--- src/rtl/ps2_kbd_rx_pkg.sv ---
// Shared definitions for the PS/2 keyboard receiver: FSM states, frame constants, scancodes.
package ps2_kbd_rx_pkg;

  typedef enum logic [1:0] {
    ST_IDLE  = 2'd0,
    ST_RX    = 2'd1,
    ST_CHECK = 2'd2
  } ps2_state_e;

  localparam int FRAME_BITS = 11;

  localparam logic [7:0] PS2_BREAK_CODE = 8'hF0;
  localparam logic [7:0] PS2_EXT_CODE   = 8'hE0;

  // Data plus parity must hold an odd number of ones.
  function automatic logic odd_parity_ok(input logic [8:0] bits);
    return ^bits;
  endfunction

endpackage

--- src/rtl/ps2_fifo.sv ---
// Synchronous FIFO with a registered head byte that holds its last value when empty.
module ps2_fifo #(
  parameter int W     = 8,
  parameter int DEPTH = 8,
  localparam int AW   = $clog2(DEPTH),
  localparam int CW   = $clog2(DEPTH) + 1
) (
  input  logic          clk,
  input  logic          rst_n,
  input  logic          push,
  input  logic [W-1:0]  din,
  input  logic          pop,
  output logic [W-1:0]  dout,
  output logic          full,
  output logic          empty,
  output logic [CW-1:0] count
);

  logic [W-1:0]  mem [DEPTH];
  logic [AW-1:0] wr_ptr_q, wr_ptr_d;
  logic [AW-1:0] rd_ptr_q, rd_ptr_d;
  logic [CW-1:0] count_q, count_d;
  logic [W-1:0]  head_q, head_d;
  logic          do_push, do_pop;

  assign full  = (count_q == CW'(DEPTH));
  assign empty = (count_q == '0);
  assign count = count_q;
  assign dout  = head_q;

  always_comb begin
    do_pop   = pop && !empty;
    // A full FIFO still accepts a byte when a pop frees a slot in the same cycle.
    do_push  = push && (!full || do_pop);
    wr_ptr_d = do_push ? wr_ptr_q + AW'(1) : wr_ptr_q;
    rd_ptr_d = do_pop  ? rd_ptr_q + AW'(1) : rd_ptr_q;
    count_d  = count_q + CW'(do_push) - CW'(do_pop);
    head_d   = head_q;
    if (count_d != '0) begin
      head_d = (do_push && (wr_ptr_q == rd_ptr_d)) ? din : mem[rd_ptr_d];
    end
  end

  always_ff @(posedge clk) begin
    if (do_push) begin
      mem[wr_ptr_q] <= din;
    end
  end

  always_ff @(posedge clk or negedge rst_n) begin
    if (!rst_n) begin
      wr_ptr_q <= '0;
      rd_ptr_q <= '0;
      count_q  <= '0;
      head_q   <= '0;
    end else begin
      wr_ptr_q <= wr_ptr_d;
      rd_ptr_q <= rd_ptr_d;
      count_q  <= count_d;
      head_q   <= head_d;
    end
  end

endmodule

--- src/rtl/ps2_kbd_rx.sv ---
// PS/2 keyboard receiver: pin conditioning, frame FSM and scancode FIFO for VIA1.
// Define PS2_BREAK_FILTER_EN to drop break codes (F0) and the byte that follows them.
module ps2_kbd_rx
  import ps2_kbd_rx_pkg::*;
#(
  parameter int FIFO_DEPTH     = 8,
  parameter int FILTER_LEN     = 8,
  parameter int TIMEOUT_CYCLES = 50000,
  localparam int CW            = $clog2(FIFO_DEPTH) + 1
) (
  input  logic          fst_clk,
  input  logic          res_n,
  input  logic          ps2_clk,
  input  logic          ps2_dat,
  input  logic          kbd_ack,
  input  logic          err_clr,
  output logic [7:0]    kbd_data,
  output logic          kbd_valid,
  output logic          kbd_err,
  output logic          kbd_ovf,
  output logic [CW-1:0] kbd_count
);

  localparam int FLW = $clog2(FILTER_LEN + 1);
  localparam int TW  = $clog2(TIMEOUT_CYCLES + 1);

  logic [1:0]     clk_sync_q, clk_sync_d;
  logic [1:0]     dat_sync_q, dat_sync_d;
  logic           filt_clk_q, filt_clk_d;
  logic [FLW-1:0] filt_cnt_q, filt_cnt_d;
  logic           ack_q, ack_d;
  ps2_state_e     state_q, state_d;
  logic [3:0]     bit_cnt_q, bit_cnt_d;
  logic [9:0]     shift_q, shift_d;
  logic [TW-1:0]  tmo_q, tmo_d;
  logic           err_q, err_d;
  logic           ovf_q, ovf_d;
`ifdef PS2_BREAK_FILTER_EN
  logic           break_pend_q, break_pend_d;
`endif

  logic           fall, dat_s, pop_req, frame_ok;
  logic           fifo_push, fifo_full, fifo_empty, err_set, ovf_set;
  logic [7:0]     rx_byte;

  assign dat_s    = dat_sync_q[1];
  assign rx_byte  = shift_q[7:0];
  assign frame_ok = odd_parity_ok(shift_q[8:0]) && shift_q[9];

  // Input conditioning and clock filter.
  always_comb begin
    clk_sync_d = {clk_sync_q[0], ps2_clk};
    dat_sync_d = {dat_sync_q[0], ps2_dat};
    ack_d      = kbd_ack;
    pop_req    = kbd_ack && !ack_q;
    filt_clk_d = filt_clk_q;
    filt_cnt_d = '0;
    if (clk_sync_q[1] != filt_clk_q) begin
      if (filt_cnt_q == FLW'(FILTER_LEN - 1)) begin
        filt_clk_d = clk_sync_q[1];
      end else begin
        filt_cnt_d = filt_cnt_q + FLW'(1);
      end
    end
    fall = filt_clk_q && !filt_clk_d;
  end

  // Frame FSM and sticky flags.
  always_comb begin
    state_d   = state_q;
    bit_cnt_d = bit_cnt_q;
    shift_d   = shift_q;
    tmo_d     = tmo_q;
    fifo_push = 1'b0;
    err_set   = 1'b0;
`ifdef PS2_BREAK_FILTER_EN
    break_pend_d = break_pend_q;
`endif
    case (state_q)
      ST_IDLE: begin
        tmo_d = '0;
        if (fall && !dat_s) begin
          state_d   = ST_RX;
          bit_cnt_d = '0;
        end
      end
      ST_RX: begin
        if (fall) begin
          shift_d = {dat_s, shift_q[9:1]};
          tmo_d   = '0;
          if (bit_cnt_q == 4'(FRAME_BITS - 2)) begin
            state_d = ST_CHECK;
          end else begin
            bit_cnt_d = bit_cnt_q + 4'd1;
          end
        end else if (tmo_q == TW'(TIMEOUT_CYCLES - 1)) begin
          state_d = ST_IDLE;
          err_set = 1'b1;
        end else begin
          tmo_d = tmo_q + TW'(1);
        end
      end
      ST_CHECK: begin
        state_d = ST_IDLE;
        if (frame_ok) begin
`ifdef PS2_BREAK_FILTER_EN
          if (rx_byte == PS2_BREAK_CODE) begin
            break_pend_d = 1'b1;
          end else if (break_pend_q && (rx_byte != PS2_EXT_CODE)) begin
            break_pend_d = 1'b0;
          end else begin
            fifo_push = 1'b1;
          end
`else
          fifo_push = 1'b1;
`endif
        end else begin
          err_set = 1'b1;
        end
      end
      default: state_d = ST_IDLE;
    endcase
`ifdef PS2_BREAK_FILTER_EN
    if (err_set) begin
      break_pend_d = 1'b0;
    end
`endif
    // A full FIFO only drops the byte when no pop makes room this cycle.
    ovf_set = fifo_push && fifo_full && !pop_req;
    err_d   = err_set || (err_q && !err_clr);
    ovf_d   = ovf_set || (ovf_q && !err_clr);
  end

  always_ff @(posedge fst_clk or negedge res_n) begin
    if (!res_n) begin
      clk_sync_q <= 2'b11;
      dat_sync_q <= 2'b11;
      filt_clk_q <= 1'b1;
      filt_cnt_q <= '0;
      ack_q      <= 1'b0;
      state_q    <= ST_IDLE;
      bit_cnt_q  <= '0;
      shift_q    <= '0;
      tmo_q      <= '0;
      err_q      <= 1'b0;
      ovf_q      <= 1'b0;
    end else begin
      clk_sync_q <= clk_sync_d;
      dat_sync_q <= dat_sync_d;
      filt_clk_q <= filt_clk_d;
      filt_cnt_q <= filt_cnt_d;
      ack_q      <= ack_d;
      state_q    <= state_d;
      bit_cnt_q  <= bit_cnt_d;
      shift_q    <= shift_d;
      tmo_q      <= tmo_d;
      err_q      <= err_d;
      ovf_q      <= ovf_d;
    end
  end

`ifdef PS2_BREAK_FILTER_EN
  always_ff @(posedge fst_clk or negedge res_n) begin
    if (!res_n) begin
      break_pend_q <= 1'b0;
    end else begin
      break_pend_q <= break_pend_d;
    end
  end
`endif

  ps2_fifo #(
    .W     (8),
    .DEPTH (FIFO_DEPTH)
  ) u_fifo (
    .clk   (fst_clk),
    .rst_n (res_n),
    .push  (fifo_push),
    .din   (rx_byte),
    .pop   (pop_req),
    .dout  (kbd_data),
    .full  (fifo_full),
    .empty (fifo_empty),
    .count (kbd_count)
  );

  assign kbd_valid = !fifo_empty;
  assign kbd_err   = err_q;
  assign kbd_ovf   = ovf_q;

endmodule

--- config.mk ---
export PLATFORM = sky130hd
export DESIGN_NAME = ps2_kbd_rx
export DESIGN_NICKNAME = d
export VERILOG_FILES = /design/src/rtl/ps2_kbd_rx_pkg.sv /design/src/rtl/ps2_fifo.sv /design/src/rtl/ps2_kbd_rx.sv
export SDC_FILE = /design/constraint.sdc
export NUM_CORES = 1
export LEC_CHECK = 0
export ABC_AREA = 1
export CAP_MARGIN = 40
export CORE_AREA = 5 5 124 126
export DETAILED_ROUTE_END_ITERATION = 10
export DIE_AREA = 0 0 129 131
export DONT_BUFFER_PORTS = 1
export GPL_ROUTABILITY_DRIVEN = 0
export GPL_TIMING_DRIVEN = 0
export PLACE_DENSITY = 0.69
export SLEW_MARGIN = 20
export SYNTH_ARGS = -nofsm -noshare
export SYNTH_HDL_FRONTEND = slang
export SYNTH_HIERARCHICAL = 1
export SYNTH_SLANG_ARGS = --single-unit
--- constraint.sdc ---
create_clock -name fst_clk -period 3.03 [get_ports fst_clk]
set_clock_uncertainty 0.05 [all_clocks]
set_input_delay 0.303 -clock fst_clk [delete_from_list [all_inputs] [get_ports fst_clk]]
set_output_delay 0.303 -clock fst_clk [all_outputs]
set_load 0.02 [all_outputs]
==> results.md <==
- P_leak: 3.45 nW
- Max_cap viols: 0
- Tot Pwr: 6.66 mW
- H-tree Lvls: 4
- Crit path max-delay cell type: dfrtp_2
- CP startpoint: shift_q[6]$_DFFE_PN0P_
- Pre-Repair DR Iteration Count: 5
- Part of the cycle the worst path needs: 103%
- CP max FO: 4
- CP endpoint: u_fifo/dout[7]$_DFFE_PN0P_
- Routed WL: 15200 µm
- Fin Setup TNS: -0.517 ns
- DP HPWL: 10000 µm
- Chip width: 129 µm
- Sink Count: 126
- Post-synth cell types: 44
- Unrepaired setup endpoints after global routing: true
- #FFs+latches synth: 126
- Sequential share of the synthesized area: 53.4%
- Die Y: 131 µm
- I/O Pins: 21
- Rows: 44
- Power per Cell Area: 859 nW/µm²
- Power Internal: 4.21 mW
- Die ar.: 16900 µm²
- Worst setup EP type: flip-flop
- Slew @ Worst Pin: 0.916 ns
- Pre-CTS setup slack: -0.795 ns
- Critical-path cell list: inv_2 > nand2_1 > nand2_1 > nand2_1 > nand3_2 > nand2_1 > nand2_1 > nand3_2 > nor2_4 > a21boi_4 > nand2_1 > nand2_1 > ha_2 > inv_2 > fa_2 > xnor2_4 > nor3_4 > buf_6 > nand3_2 > nand2_1 > nand2_1
- Critical path arrival: 3.37 ns
- Post-synth EDFFs: 64
- Most common cell on crit path: nand2_1
- Post-Synthesis Cells: 700
- NetSw: 2.45 mW
- Post-layout util: 54.6%
- Remaining routing DRC violations: 0
- Status: complete, but fails checks
- DR vias: 4984
- Vias in the first global route: 4885
- Clk slew on worst S/H paths: 0.06 ns
- Worst R2R Path Depth: 21
- Core Box Area: 14200 µm²
- CTS tree: yes
- Share of cells above drive strength 1: 20.0%
- CP peak stage delay: 0.43 ns
- Worst Setup Start Kind: flip-flop
- Peak VDD IR: 444 µV
- FFs w/ async S/R, synth: 49.2%
- Placed cell count: 884
- Slew headroom: 38.7%
- Violated checks: negative setup slack
- Power share of the clock group: 33.2%
- Tmin final: 3.11 ns
- Root buf cell: clkbuf_16
- # port buffers: 0
- Most common flop cell mapped by yosys: edfxtp_1
- Sequential share of power: 33.7%
- CP Class: reg2reg
- DR WL/cell: 16.1 µm
- WHS: 0.233 ns
- Mapped Area: 6520 µm²
- Pins over their slew limit: 0
- P&R area growth vs syn: 19.0%
- Leading cell type in the layout, fill and taps excluded: nand2_1
- Largest net degree at the start of global routing: 63
- F_max: 322 MHz
- Syn avg cell area: 9.31 µm²
- Most frequent cells in the layout: nand2_1 (153), nand3_1 (113), inv_1 (100), edfxtp_1 (64), dfrtp_1 (48)
- Final hold viol count: 0
- Non-Filler Instances: 944
- Setup slack, reg-to-reg: -0.08 ns
- Post-route ant nets: 0
- FF-to-FF End: u_fifo/dout[7]$_DFFE_PN0P_
- Placed Area: 6750 µm²
- GRT Overall Usage: 19.0%
- RR Startpoint: shift_q[6]$_DFFE_PN0P_
- Max clock buf depth: 2
- Count of final setup violators: 8
- Required @ worst endpoint: 3.29 ns
- Worst path setup slack after routing: -0.0776 ns
- Global-route wire length before repair: 24800 µm
- Initial Util: 45.9%
- Worst hold path class: in2reg
- Global route overflow: 0
- Vias per Instance: 5.28
- # nets final: 768
- DRT iter0 DRCs: 544
- Initial antenna violation count: 0
- Fill cells: 1207
- Switching share of power: 36.8%
- Combinational fraction of design power: 33.1%
- Inserted Diodes: 0
- CTS Buf Count: 17
- Clock Latency Late Sink: 0.42 ns
- YS warnings: 6
- Syn_nets: 721
- Post-layout instance area: 7760 µm²
## cells by family after synthesis
group,share of synthesized area [%]
and+or+nand+nor,28.8
muxes,0.154
buffers and inverters,8.56
xor gates and xnor gates,2.02
adders and majority gates,2.99
AOI/OAI and AO/OA,4.09
DFF,53.4
## sequential cells by signal (all words and copies together), names as in the netlist, 3 cells and up
name	flops
u_fifo/rd_ptr_q	3
tmo_q	16
bit_cnt_q	4
filt_cnt_q	4
shift_q	10
u_fifo/mem	64
u_fifo/wr_ptr_q	3
u_fifo/count	4
u_fifo/dout	8
## repair_timing
item | 4_1_cts | 5_1_grt
buffers inserted | 14 | 6
gates resized for setup | 24 | 16
pin swaps | 3 | 18
setup endpoints to repair | 72 | 8
hold buffers | 6 | 0
endpoints found under the hold margin | 66 | 0
cloned | 1 | 0
## synthesized netlist by cell type (2+ instances only)
cell       count  area (µm²)
xnor2_1        3        26.3
nand3_1      117         586
nand3_2       11         110
inv_2          4        15.0
edfxtp_1      64        1920
or2_2          2        12.5
nor4_1         2        12.5
nand3b_1      11        82.6
nor2_2         4        25.0
o31ai_1        2        15.0
nand4_1       11        68.8
nand2_1      160         601
o21ai_1        9        45.0
nand2_4        5        56.3
o21ai_0       17        85.1
nor2_1        30         113
dfstp_2        5         131
xor2_1        12         105
inv_1        107         402
buf_6          8        90.1
o21ai_2        2        17.5
nor3_1         9        45.0
dfrtp_1       57        1430
nor2_8         2        40.0
nor2_4         2        22.5
o2111ai_1      2        17.5
nand2_8        2        40.0
ha_1          14         175
a21oi_1        2        10.0
nand2_2        6        37.5
buf_2          3        15.0
a21boi_4       2        37.5
clkbuf_1       2        7.51
## cell type report
| class | instances | area (µm²) | share of cell area (%) |
|---|---|---|---|
| multi-input combinational | 448 | 2590 | 33.3 |
| clock buffer | 19 | 464 | 5.98 |
| tap | 184 | 230 | 2.97 |
| inverter | 112 | 428 | 5.52 |
| timing repair buffer | 27 | 239 | 3.08 |
| clock inverter | 13 | 184 | 2.37 |
| sequential | 126 | 3490 | 45.0 |
| buffer | 15 | 135 | 1.74 |
## metal layers
layer  global-route usage, %  vias up  part of all wire, %
li1                        -     2408                    -
met1                    22.7     2369                   40
met2                    33.2      170                   52
met5                       0        -                    0
met3                    3.78       37                  4.8
met4                    8.52        0                  2.7
## worst max-delay path: cells and delay by family (launching register included)
family / cells / cell delay [ns]
AO/OA/AOI/OAI: 1 / 0.19
buffers and inverters: 3 / 0.27
adder cells (fa/ha/maj): 2 / 0.58
XOR/XNOR: 1 / 0.16
AND/OR/NAND/NOR: 14 / 1.32
flip-flops: 1 / 0.43
## power groups by stage
stage / registers (mW) / logic, mW / clock network [mW]
global route: 2.27 / 2.43 / 2.33
global placement: 2.26 / 1.86 / 0
CTS: 2.25 / 2.11 / 2.25
finish: 2.24 / 2.21 / 2.21
floorplan: 2.23 / 1.48 / 0
detailed placement: 2.27 / 1.92 / 0
## worst min-delay path by stage
| stage | cells after the start | end | start | slack [ns] |
|---|---|---|---|---|
| floorplan | 0 | ack_q$_DFF_PN0_ | res_n | -0.04 |
| global placement | 0 | tmo_q[8]$_DFFE_PN0P_ | res_n | -0.04 |
| detailed placement | 0 | tmo_q[5]$_DFFE_PN0P_ | res_n | -0.04 |
| CTS | 5 | kbd_ovf$_DFF_PN0_ | kbd_ack | 0.24 |
| global route | 0 | clk_sync_q[1]$_DFF_PN1_ | clk_sync_q[0]$_DFF_PN1_ | 0.31 |
| finish | 5 | kbd_ovf$_DFF_PN0_ | kbd_ack | 0.23 |
Power figures use the tool's default switching activity.
